### src/rtl/pipeline_ctrl.sv
// Hazard, forwarding and debug-halt sequencing controller for a 5-stage RV32I pipeline.
// Stage controls and forwarding selects are combinational; debug state and counters are registered.
module pipeline_ctrl (
  input  logic        clk,
  input  logic        rstn,
  input  logic [4:0]  id_rf_raddr_rs1,
  input  logic [4:0]  id_rf_raddr_rs2,
  input  logic [4:0]  ex_rf_raddr_rs1,
  input  logic [4:0]  ex_rf_raddr_rs2,
  input  logic [4:0]  ex_rf_waddr,
  input  logic        ex_rf_we,
  input  logic [6:0]  ex_opcode,
  input  logic        ex_bu_branch,
  input  logic [4:0]  mem_rf_waddr,
  input  logic        mem_rf_we,
  input  logic [4:0]  wb_rf_waddr,
  input  logic        wb_rf_we,
  input  logic        im_ready,
  input  logic        mem_dm_req,
  input  logic        dm_ready,
  input  logic        dbg_halt_req,
  input  logic        dbg_step,
  output logic        pc_enable,
  output logic        if_id_enable,
  output logic        id_ex_enable,
  output logic        ex_mem_enable,
  output logic        mem_wb_enable,
  output logic        if_id_rstn,
  output logic        id_ex_rstn,
  output logic        ex_mem_rstn,
  output logic        mem_wb_rstn,
  output logic [1:0]  ex_rf_dout_rs1_sel,
  output logic [1:0]  ex_rf_dout_rs2_sel,
  output logic        halted,
  output logic [31:0] perf_stall_cnt
);

  typedef enum logic [1:0] {RUN, DRAIN, HALTED, STEP} state_t;

  localparam logic [6:0] OP_LOAD = 7'b0000011;
  localparam logic [1:0] SEL_RF  = 2'b00;
  localparam logic [1:0] SEL_MEM = 2'b01;
  localparam logic [1:0] SEL_WB  = 2'b10;

  state_t     state;
  logic [1:0] dcnt;
  logic       lu_stall;
  logic       dm_wait;
  logic       fetch_gate;
  logic       advance;
  logic       stall_cycle;

  // Conservative: both ID source fields are compared even if the consumer uses only one.
  assign lu_stall = (ex_opcode == OP_LOAD) && ex_rf_we && (ex_rf_waddr != 5'd0) &&
                    ((ex_rf_waddr == id_rf_raddr_rs1) || (ex_rf_waddr == id_rf_raddr_rs2));
  assign dm_wait     = mem_dm_req && !dm_ready;
  assign fetch_gate  = !im_ready || (state == DRAIN) || (state == HALTED);
  assign advance     = !dm_wait && !lu_stall;
  assign stall_cycle = dm_wait || lu_stall || !im_ready;

  function automatic logic [1:0] fwd_sel(input logic [4:0] rs,
                                         input logic       m_we, input logic [4:0] m_wa,
                                         input logic       w_we, input logic [4:0] w_wa);
    if (rs == 5'd0)                 return SEL_RF;
    else if (m_we && (m_wa == rs))  return SEL_MEM;
    else if (w_we && (w_wa == rs))  return SEL_WB;
    else                            return SEL_RF;
  endfunction

  // NOTE: every output gets a default before the priority chain so no path leaves one unassigned (no latch).
  always_comb begin
    pc_enable          = 1'b1;
    if_id_enable       = 1'b1;
    id_ex_enable       = 1'b1;
    ex_mem_enable      = 1'b1;
    mem_wb_enable      = 1'b1;
    if_id_rstn         = 1'b1;
    id_ex_rstn         = 1'b1;
    ex_mem_rstn        = 1'b1;
    mem_wb_rstn        = 1'b1;
    ex_rf_dout_rs1_sel = fwd_sel(ex_rf_raddr_rs1, mem_rf_we, mem_rf_waddr, wb_rf_we, wb_rf_waddr);
    ex_rf_dout_rs2_sel = fwd_sel(ex_rf_raddr_rs2, mem_rf_we, mem_rf_waddr, wb_rf_we, wb_rf_waddr);
    if (!rstn) begin
      {pc_enable, if_id_enable, id_ex_enable, ex_mem_enable, mem_wb_enable} = '0;
      {if_id_rstn, id_ex_rstn, ex_mem_rstn, mem_wb_rstn}                   = '0;
      ex_rf_dout_rs1_sel = SEL_RF;
      ex_rf_dout_rs2_sel = SEL_RF;
    end else if (dm_wait) begin
      // EX is frozen, so a pending branch simply re-presents once memory answers.
      pc_enable     = 1'b0;
      if_id_enable  = 1'b0;
      id_ex_enable  = 1'b0;
      ex_mem_enable = 1'b0;
      mem_wb_rstn   = 1'b0;
    end else if (ex_bu_branch) begin
      if_id_rstn = 1'b0;
      id_ex_rstn = 1'b0;
    end else if (lu_stall) begin
      pc_enable    = 1'b0;
      if_id_enable = 1'b0;
      id_ex_rstn   = 1'b0;
    end else if (fetch_gate) begin
      pc_enable  = 1'b0;
      if_id_rstn = 1'b0;
    end
  end

  // NOTE: sequential state uses non-blocking assignments so every register samples pre-edge values.
  always_ff @(posedge clk or negedge rstn) begin
    if (!rstn) begin
      state          <= RUN;
      dcnt           <= 2'd0;
      halted         <= 1'b0;
      perf_stall_cnt <= 32'd0;
    end else begin
      if (stall_cycle) perf_stall_cnt <= perf_stall_cnt + 32'd1;
      case (state)
        RUN: if (dbg_halt_req) begin
          state <= DRAIN;
          dcnt  <= 2'd0;
        end
        DRAIN: begin
          if (!dbg_halt_req) begin
            state <= RUN;
          end else if (advance) begin
            if (dcnt == 2'd3) begin
              state  <= HALTED;
              halted <= 1'b1;
            end else begin
              dcnt <= dcnt + 2'd1;
            end
          end
        end
        HALTED: begin
          if (dbg_step) begin
            state  <= STEP;
            halted <= 1'b0;
          end else if (!dbg_halt_req) begin
            state  <= RUN;
            halted <= 1'b0;
          end
        end
        STEP: if (im_ready) begin
          state <= DRAIN;
          dcnt  <= 2'd0;
        end
        default: begin
          state  <= RUN;
          halted <= 1'b0;
        end
      endcase
    end
  end

endmodule
### config.mk
export PLATFORM = sky130hd
export DESIGN_NAME = pipeline_ctrl
export DESIGN_NICKNAME = d
export VERILOG_FILES = /design/src/rtl/pipeline_ctrl.sv
export SDC_FILE = /design/constraint.sdc
export NUM_CORES = 1
export LEC_CHECK = 0
export CAP_MARGIN = 20
export CORE_MARGIN = 4
export CORE_UTILIZATION = 48
export DETAILED_ROUTE_END_ITERATION = 10
export DONT_BUFFER_PORTS = 1
export PLACE_DENSITY_LB_ADDON = 0.2
export SLEW_MARGIN = 15
export SYNTH_ARGS = -nofsm -noshare
export SYNTH_HDL_FRONTEND = slang
export SYNTH_SLANG_ARGS = --single-unit
export TNS_END_PERCENT = 20
### constraint.sdc
create_clock -name clk -period 7.2 [get_ports clk]
set_clock_uncertainty 0.1 [all_clocks]
set_input_delay 1.8 -clock clk [delete_from_list [all_inputs] [get_ports clk]]
set_output_delay 1.8 -clock clk [all_outputs]
set_load 0.02 [all_outputs]
==> flow_summary.yaml, run 1 <==
run_status:
  outcome: "finished, final reports clean"
timing:
  setup_tns_ns: 0
  worstMarginPinSlew_ns: 0.915
  fin_crit_sh_pct: 75.8
  fmax_ghz: 0.183
  setup_viol: 0
  rsz0062_at_grt: "no"
  slew_violations: 0
  finalCriticalPeriod_ns: 5.46
  hold_violations: 0
  relSlewSlack_pct: 38.4
yosys:
  synth_cells: 253
  netlist_area_um2: 2540
  ys_ff_latch: 37
  yosys_warnings: 0
  post_synth.cell_area_avg_um2: 10.1
  ys_seq_area_share_pct: 36.4
  yosysUniqueCellTypes: 48
  synth_fp_nets: 312
job:
  maxCapViolations: 0
clock_tree:
  ctsResizeCount: 0
  root_buffer: "clkbuf_8"
  numCtsBuffers: 5
  cts_max_level: 2
  clkSinkCount: 37
  cts_tree: "built"
  cts-hold-fix-buffers: 0
  cts_setup_buffers: 0
  clock_latency_ns: 0.29
  clkSlewWorstSetupHoldPaths_ns: 0.07
  clockBufferDepth: 2
layout:
  final_common_cell: "dfrtp_1"
  n_antenna_cell: 0
  nets: 311
  fin_cells: 323
  drive_gt1_share_pct: 10.7
  nFillCells: 505
  area_growth_syn_to_layout_pct: 4.57
  final_cell_mix: "dfrtp_1 (37), xor2_1 (36), xnor2_1 (25)"
route:
  num_vias: 1839
  wl_per_cell_um: 16.7
  dr.pass1.iters: 4
  drc: 0
  vias_per_cell: 5.69
  routed_wl_mm: 5.40
  ant_nets: 0
  drtIter0Drc: 48
placed_design:
  gp_congestion: 0.803
  place_inst: 314
  dp_hpwl_mm: 4.17
  place.port_buffers: 0
global_route:
  grt_use_total_pct: 17.5
  grt_max_degree: 47
  antenna_found_initial: 0
  grt_pass1_wl_mm: 8.97
  grt_overflow: 0
  grt_pass1_vias: 1862
pwr:
  p_leak_uw: 0.00113
  peakVddDrop_v: 0.000112
  power_density_nw_per_um2: 246
setup_path:
  end_kind: "primary output"
  required_ns: 5.30
  path_class: "input pin to primary output"
  start_kind: "input pin"
  cp.arrival_ns: 3.56
  critical_path_peak_fanout: 6
floorplanning:
  die_w_um: 80.8
  die_area_um2: 6530
  io_pins: 99
  start_util_pct: 49.8
  num_rows: 26
  die_h_um: 80.8
  core_area_um2: 5110
hold_path:
  hp-class: "flop to flop"
[synthesized netlist by cell type, drive strengths merged]
cell type	count	share of area [%]
dfrtp	37	36
xor2	36	12
xnor2	25	8.6
nand2	21	3.1
nor2	14	2.1
nand3	12	2.4
nor3	10	2.0
nor4	10	4.4
inv	9	1.3
buf	8	2.6
nand4	8	2.6
ha	6	3.0
a21oi	5	1.1
nor4b	5	3.3
and3	4	0.98
nor3b	4	1.2
a21boi	3	0.89
a31oi	3	0.74
nand2b	3	0.74
or4	3	1.0
a211o	2	0.69
a211oi	2	1.1
a21o	2	0.59
and3b	2	0.69
and4	2	0.69
mux2i	2	0.79
o21ai	2	0.39
o2bb2ai	2	0.69
a2111oi	1	0.34
a22o	1	0.34
a41oi	1	0.64
and2	1	0.25
and4bb	1	0.49
clkbuf	1	0.15
mux2	1	0.44
nand4b	1	0.34
o22ai	1	0.25
or2	1	0.25
or3	1	0.25
[sequential cells by signal, indices dropped and copies added (netlist names)]
| register | flops |
|---|---|
| perf_stall_cnt | 32 |
| dcnt | 2 |
| halted | 1 |
| state | 2 |
[metal layers]
| metal | global-route usage (%) | part of all wire, % |
|---|---|---|
| met3 | 6.76 | 8.9 |
| met1 | 20.3 | 40 |
| met2 | 30.0 | 50 |
| met4 | 5.41 | 1.1 |
| met5 | 0 | 0 |
[worst max-delay path, stage by stage]
cell      delay [ns]
or4_4           0.52
a211oi_4        0.33
nand2_1         0.17
a21o_1          0.20
a21boi_0        0.54
[where the power goes]
| group | total, µW | switching, µW | internal (µW) | leakage [µW] |
|---|---|---|---|---|
| logic | 160 | 83.9 | 75.7 | 0.000644 |
| registers | 354 | 105 | 250 | 0.000444 |
| clock network | 141 | 74.7 | 66.8 | 0.0000439 |
| total | 655 | 263 | 392 | 0.00113 |
[cells by family (layout without fill, tap and decap cells)]
logic type	Yosys count	in the layout	synth area share (%)
AOI/OAI and AO/OA	25	25	7.77
xor gates and xnor gates	61	61	21.0
adders and majority gates	6	6	2.95
buffers and inverters	18	18	4.03
DFF	37	37	36.4
muxes	3	3	1.23
and+or+nand+nor	103	103	26.6
[path summary, 6_finish.rpt]
| path | depth (start not counted) | slack, ns | endpoint | from |
|---|---|---|---|---|
| setup / recovery | 5 | 1.74 | if_id_rstn | ex_opcode[3] |
| hold / removal | 1 | 0.44 | dcnt[0]$_DFFE_PN0P_ | dcnt[0]$_DFFE_PN0P_ |
| hold reg to reg | 1 | 0.44 | dcnt[0]$_DFFE_PN0P_ | dcnt[0]$_DFFE_PN0P_ |
| min in group asynchronous | 0 | 1.10 | perf_stall_cnt[31]$_DFFE_PN0P_ | rstn |
| setup reg to reg | 6 | 4.72 | perf_stall_cnt[24]$_DFFE_PN0P_ | perf_stall_cnt[2]$_DFFE_PN0P_ |
| max in group asynchronous | 0 | 5.81 | halted$_DFFE_PN0P_ | rstn |
[layout make-up]
class | instances | area [µm²] | area share (%)
clock inverter | 3 | 17.5 | 0.659
clock buffer | 5 | 68.8 | 2.59
sequential | 37 | 926 | 34.8
timing repair buffer | 1 | 11.3 | 0.423
tap | 70 | 87.6 | 3.29
inverter | 9 | 33.8 | 1.27
multi-input combinational | 198 | 1520 | 57.0
[metrics by stage]
stage | utilization (%) | total power, µW | instance area, µm² | worst slack (ns) | hold WS [ns]
5_1_grt | 52.1 | 701 | 2660 | 1.65 | 0.473
4_1_cts | 51.9 | 665 | 2650 | 1.74 | 0.451
3_3_place_gp | 50.2 | 515 | 2560 | 1.75 | 0.412
3_5_place_dp | 50.2 | 520 | 2560 | 1.74 | 0.432
2_1_floorplan | - | 486 | 2540 | 1.87 | 0.386
6_report | 52.1 | 655 | 2660 | 1.74 | 0.443
Power figures use the tool's default switching activity.
==> inputs of run 2 (changes only) <==
- clock period: 7.2 -> 5.2 ns (I/O delays scaled with it)
==> run 2 against run 1 <==
  * Worst setup slack got worse by 1.0 ns
  * Final cell count increased by 0.31%
  * Worst hold slack got worse by 0.0025 ns
  * Via count increased by 0.27%
  * Critical endpoint unchanged
==> flow_summary.yaml, run 2 (synthesized netlist as in run 1, its figures left out) <==
run_status:
  outcome: "finished, final reports clean"
route:
  vias_per_cell: 5.69
  ant_nets: 0
  dr.pass1.iters: 4
  wl_per_cell_um: 16.5
  num_vias: 1844
  drc: 0
  drtIter0Drc: 72
  routed_wl_mm: 5.34
placed_design:
  place.port_buffers: 0
  place_area_um2: 2570
  place_inst: 315
  dp_hpwl_mm: 4.12
  gp_congestion: 0.803
global_route:
  grt_use_total_pct: 17.3
  grt_overflow: 0
  use_met3_pct: 6.65
  grt_max_degree: 47
  antenna_found_initial: 0
  grt_util_met2_pct: 28.1
  grt_pass1_wl_mm: 8.87
  top_usage_layer: "met2"
  met1_usage_pct: 20.9
  grt_pass1_vias: 1905
layout:
  regMostFlops: "perf_stall_cnt"
  n_antenna_cell: 0
  largest_reg_flops: 32
  reg_top3: "perf_stall_cnt (32), dcnt (2), state (2)"
  drive_gt1_share_pct: 11.0
  final_cell_mix: "dfrtp_1 (37), xor2_1 (36), xnor2_1 (25)"
  nets: 312
  nFillCells: 488
  fin_cells: 324
  design_area_um2: 2670
  final_common_cell: "dfrtp_1"
  area_growth_syn_to_layout_pct: 4.87
pwr:
  power.total_uw: 910
  p_leak_uw: 0.00114
  peakVddDrop_v: 0.000182
  swShare_pct: 40.3
  combPwrFrac_pct: 24.3
  pwr-share-seq_pct: 53.8
  intPower_uw: 543
  p_sw_uw: 366
  power_density_nw_per_um2: 341
  pwr-share-clk_pct: 21.8
floorplanning:
  die_area_um2: 6530
  start_util_pct: 49.8
  core_area_um2: 5110
  die_h_um: 80.8
  num_rows: 26
  die_w_um: 80.8
  io_pins: 99
clock_tree:
  clockBufferDepth: 2
  clock_latency_ns: 0.28
  ctsResizeCount: 0
  root_buffer: "clkbuf_8"
  numCtsBuffers: 5
  clkSinkCount: 37
  clkSlewWorstSetupHoldPaths_ns: 0.08
  cts-hold-fix-buffers: 0
  cts_setup_buffers: 0
  cts_tree: "built"
  cts_max_level: 2
setup_path:
  cp.arrival_ns: 3.08
  endpoint: "if_id_rstn"
  path_class: "input pin to primary output"
  cp_slowest_cell: "a21boi_0"
  reg2reg_depth: 6
  crit_chain: "or4_4, a211oi_4, nand2_1, a21o_1, a21boi_0"
  critPathMaxStageDelay_ns: 0.56
  end_kind: "primary output"
  cp_top_family: "compound AO/OA/AOI/OAI gates"
  required_ns: 3.80
  critPathLaunch: "ex_opcode[3]"
  start_kind: "input pin"
  ff2ff_setup_slack_ns: 2.75
  path_buf_inv: 0
  rr_endpoint: "perf_stall_cnt[24]$_DFFE_PN0P_"
  r2r_start: "perf_stall_cnt[2]$_DFFE_PN0P_"
  critical_path_peak_fanout: 6
  cp.depth: 5
timing:
  setup_tns_ns: 0
  slew_violations: 0
  setup_viol: 0
  hold_violations: 0
  worstMarginPinSlew_ns: 0.929
  relSlewSlack_pct: 37.5
  rsz0062_at_grt: "no"
  fmax_ghz: 0.223
  fin_crit_sh_pct: 86.1
  finalCriticalPeriod_ns: 4.48
job:
  maxCapViolations: 0
hold_path:
  hp-class: "flop to flop"
[run 2: cell count changes in the layout (fill, tap and decap cells not counted), sizes merged]
cell,change
buf,+1
[run 2: power by group through the flow]
stage	clock network, µW	logic, µW	registers, µW
3_3_place_gp	0	218	495
2_1_floorplan	0	198	475
3_5_place_dp	0	222	497
5_1_grt	215	252	503
6_report	199	221	490
4_1_cts	205	224	491
[run 2: final cells by class]
cell class                      instances  area (µm²)  share of cell area [%]
Clock buffer                            5        68.8                    2.58
Sequential cell                        37         926                    34.7
Tap cell                               70        87.6                    3.28
Inverter                                9        33.8                    1.27
Clock inverter                          3        17.5                   0.657
Timing Repair Buffer                    2        18.8                   0.704
Multi-Input combinational cell        198        1520                    56.8
[run 2: worst min path at each step]
stage	from	slack, ns	to	depth (start not counted)
after detailed placement	dcnt[0]$_DFFE_PN0P_	0.42	dcnt[0]$_DFFE_PN0P_	1
after global placement	dcnt[1]$_DFFE_PN0P_	0.41	dcnt[1]$_DFFE_PN0P_	1
final	dcnt[0]$_DFFE_PN0P_	0.44	dcnt[0]$_DFFE_PN0P_	1
after global routing	dcnt[0]$_DFFE_PN0P_	0.47	dcnt[0]$_DFFE_PN0P_	1
after CTS	dcnt[0]$_DFFE_PN0P_	0.45	dcnt[0]$_DFFE_PN0P_	1
after floorplan	dcnt[1]$_DFFE_PN0P_	0.39	dcnt[1]$_DFFE_PN0P_	1
[run 2: per-layer routing]
| layer | up-vias | share of wire, % |
|---|---|---|
| li1 | 892 | - |
| met1 | 874 | 40 |
| met2 | 69 | 49 |
| met3 | 9 | 9.1 |
| met4 | 0 | 1.6 |
| met5 | - | 0 |
[run 2: through the flow]
step	util [%]	setup WS, ns	hold WS [ns]
after global placement	50.3	0.752	0.413
after CTS	52.0	0.716	0.448
after floorplan	-	0.866	0.386
after detailed placement	50.3	0.705	0.424
final	52.2	0.724	0.440
after global routing	52.2	0.669	0.470
==> inputs of run 3 (changes only) <==
- BUFFER_PORTS_ARGS: default -> -buffer_cell sky130_fd_sc_hd__buf_2
- CAP_MARGIN: 20 -> default
- DONT_BUFFER_PORTS: 1 -> default
==> run 3 against run 2 <==
  * Clock-buffer cell count up 1
  * Non-clock buffer count is 97 higher
  * Sequential power down 14%
  * Worst setup slack improved by 0.13 ns
  * Critical path type unchanged
==> flow_summary.yaml, run 3 (synthesized netlist as in run 1, its figures left out) <==
run_status:
  outcome: "finished, final reports clean"
floorplanning:
  start_util_pct: 49.8
  num_rows: 26
  die_h_um: 80.8
  die_area_um2: 6530
  io_pins: 99
  die_w_um: 80.8
  core_area_um2: 5110
clock_tree:
  cts_setup_buffers: 0
  numCtsBuffers: 5
  cts-hold-fix-buffers: 0
  root_buffer: "clkbuf_8"
  clockBufferDepth: 2
  ctsResizeCount: 0
  clock_latency_ns: 0.29
  cts_tree: "built"
  clkSinkCount: 37
  cts_max_level: 2
  clkSlewWorstSetupHoldPaths_ns: 0.08
pwr:
  power_density_nw_per_um2: 331
  p_leak_uw: 0.00155
  pwr-share-clk_pct: 24.7
  pwr-share-seq_pct: 39.9
  peakVddDrop_v: 0.000152
  intPower_uw: 655
  swShare_pct: 37.8
  p_sw_uw: 398
  combPwrFrac_pct: 35.4
route:
  num_vias: 2192
  wl_per_cell_um: 13.6
  drc: 0
  routed_wl_mm: 5.71
  vias_per_cell: 5.21
  dr.pass1.iters: 4
  ant_nets: 0
  drtIter0Drc: 56
layout:
  final_common_cell: "buf_2"
  nets: 409
  regMostFlops: "perf_stall_cnt"
  fin_cells: 421
  largest_reg_flops: 32
  nFillCells: 465
  drive_gt1_share_pct: 35.6
  reg_top3: "perf_stall_cnt (32), dcnt (2), state (2)"
  area_growth_syn_to_layout_pct: 25.0
  n_antenna_cell: 0
  final_cell_mix: "buf_2 (98), dfrtp_1 (37), xor2_1 (36)"
placed_design:
  place_inst: 413
  dp_hpwl_mm: 4.46
  gp_congestion: 0.812
  place.port_buffers: 98
setup_path:
  path_buf_inv: 2
  critical_path_peak_fanout: 6
  start_kind: "input pin"
  cp_slowest_cell: "or4_4"
  crit_path_frequent_cell: "buf_2"
  critPathMaxStageDelay_ns: 0.53
  path_class: "input pin to primary output"
  end_kind: "primary output"
  crit_chain: "buf_2, or4_4, a211oi_4, nand2_1, a21o_1, a21boi_0, buf_2"
  required_ns: 3.80
  cp_top_family: "simple AND/OR/NAND/NOR gates"
  cp.arrival_ns: 2.95
global_route:
  grt_pass1_wl_mm: 9.60
  grt_use_total_pct: 18.5
  use_met3_pct: 4.66
  top_usage_layer: "met2"
  grt_util_met2_pct: 33.0
  antenna_found_initial: 0
  grt_overflow: 0
  grt_pass1_vias: 2177
  met1_usage_pct: 22.4
  grt_max_degree: 28
timing:
  rsz0062_at_grt: "no"
  fin_crit_sh_pct: 83.6
  slew_violations: 0
  setup_viol: 0
  fmax_ghz: 0.230
  hold_violations: 0
  setup_tns_ns: 0
  worstMarginPinSlew_ns: 1.10
  relSlewSlack_pct: 26.5
  finalCriticalPeriod_ns: 4.35
hold_path:
  hp-class: "flop to flop"
job:
  maxCapViolations: 0
[run 3: cell type report]
| type | count | area [µm²] | share of cell area (%) |
|---|---|---|---|
| tap | 70 | 87.6 | 2.75 |
| multi-input combinational | 198 | 1520 | 47.6 |
| clock inverter | 2 | 37.5 | 1.18 |
| sequential | 37 | 926 | 29.1 |
| timing repair buffer | 99 | 498 | 15.7 |
| inverter | 9 | 33.8 | 1.06 |
| clock buffer | 6 | 82.6 | 2.60 |
[run 3: metrics by stage]
stage               area, µm²  hold slack, ns  util (%)  power (µW)  worst slack, ns
floorplan                2540           0.386         -         673            0.866
global placement         3060           0.350      59.9         792            0.864
detailed placement       3060           0.355      59.9         801            0.839
CTS                      3180           0.367      62.3        1060            0.835
global route             3180           0.404      62.3        1130            0.725
finish                   3180           0.362      62.3        1050            0.853
[run 3: power groups by stage]
stage	Sequential [µW]	Clock, µW	Combinational [µW]
after CTS	421	265	377
after floorplan	475	0	198
final	420	261	372
after global routing	434	281	413
after detailed placement	425	0	376
after global placement	424	0	368
[run 3: final timing paths]
path	cells past startpoint	slack, ns	end	from
setup / recovery	7	0.85	if_id_rstn	ex_opcode[3]
hold / removal	1	0.36	perf_stall_cnt[31]$_DFFE_PN0P_	perf_stall_cnt[31]$_DFFE_PN0P_
setup reg to reg	6	2.82	perf_stall_cnt[24]$_DFFE_PN0P_	perf_stall_cnt[2]$_DFFE_PN0P_
hold reg to reg	1	0.36	perf_stall_cnt[31]$_DFFE_PN0P_	perf_stall_cnt[31]$_DFFE_PN0P_
max in group asynchronous	2	3.44	perf_stall_cnt[19]$_DFFE_PN0P_	rstn
min in group asynchronous	1	0.89	perf_stall_cnt[31]$_DFFE_PN0P_	rstn
[run 3: metal layers]
metal  wire length (µm)  share of wire, %  up-vias
li1                   -                 -     1082
met1               2440                43     1051
met2               2860                50       53
met3                354               6.2        6
met4                 56              0.98        0
met5                  0                 0        -
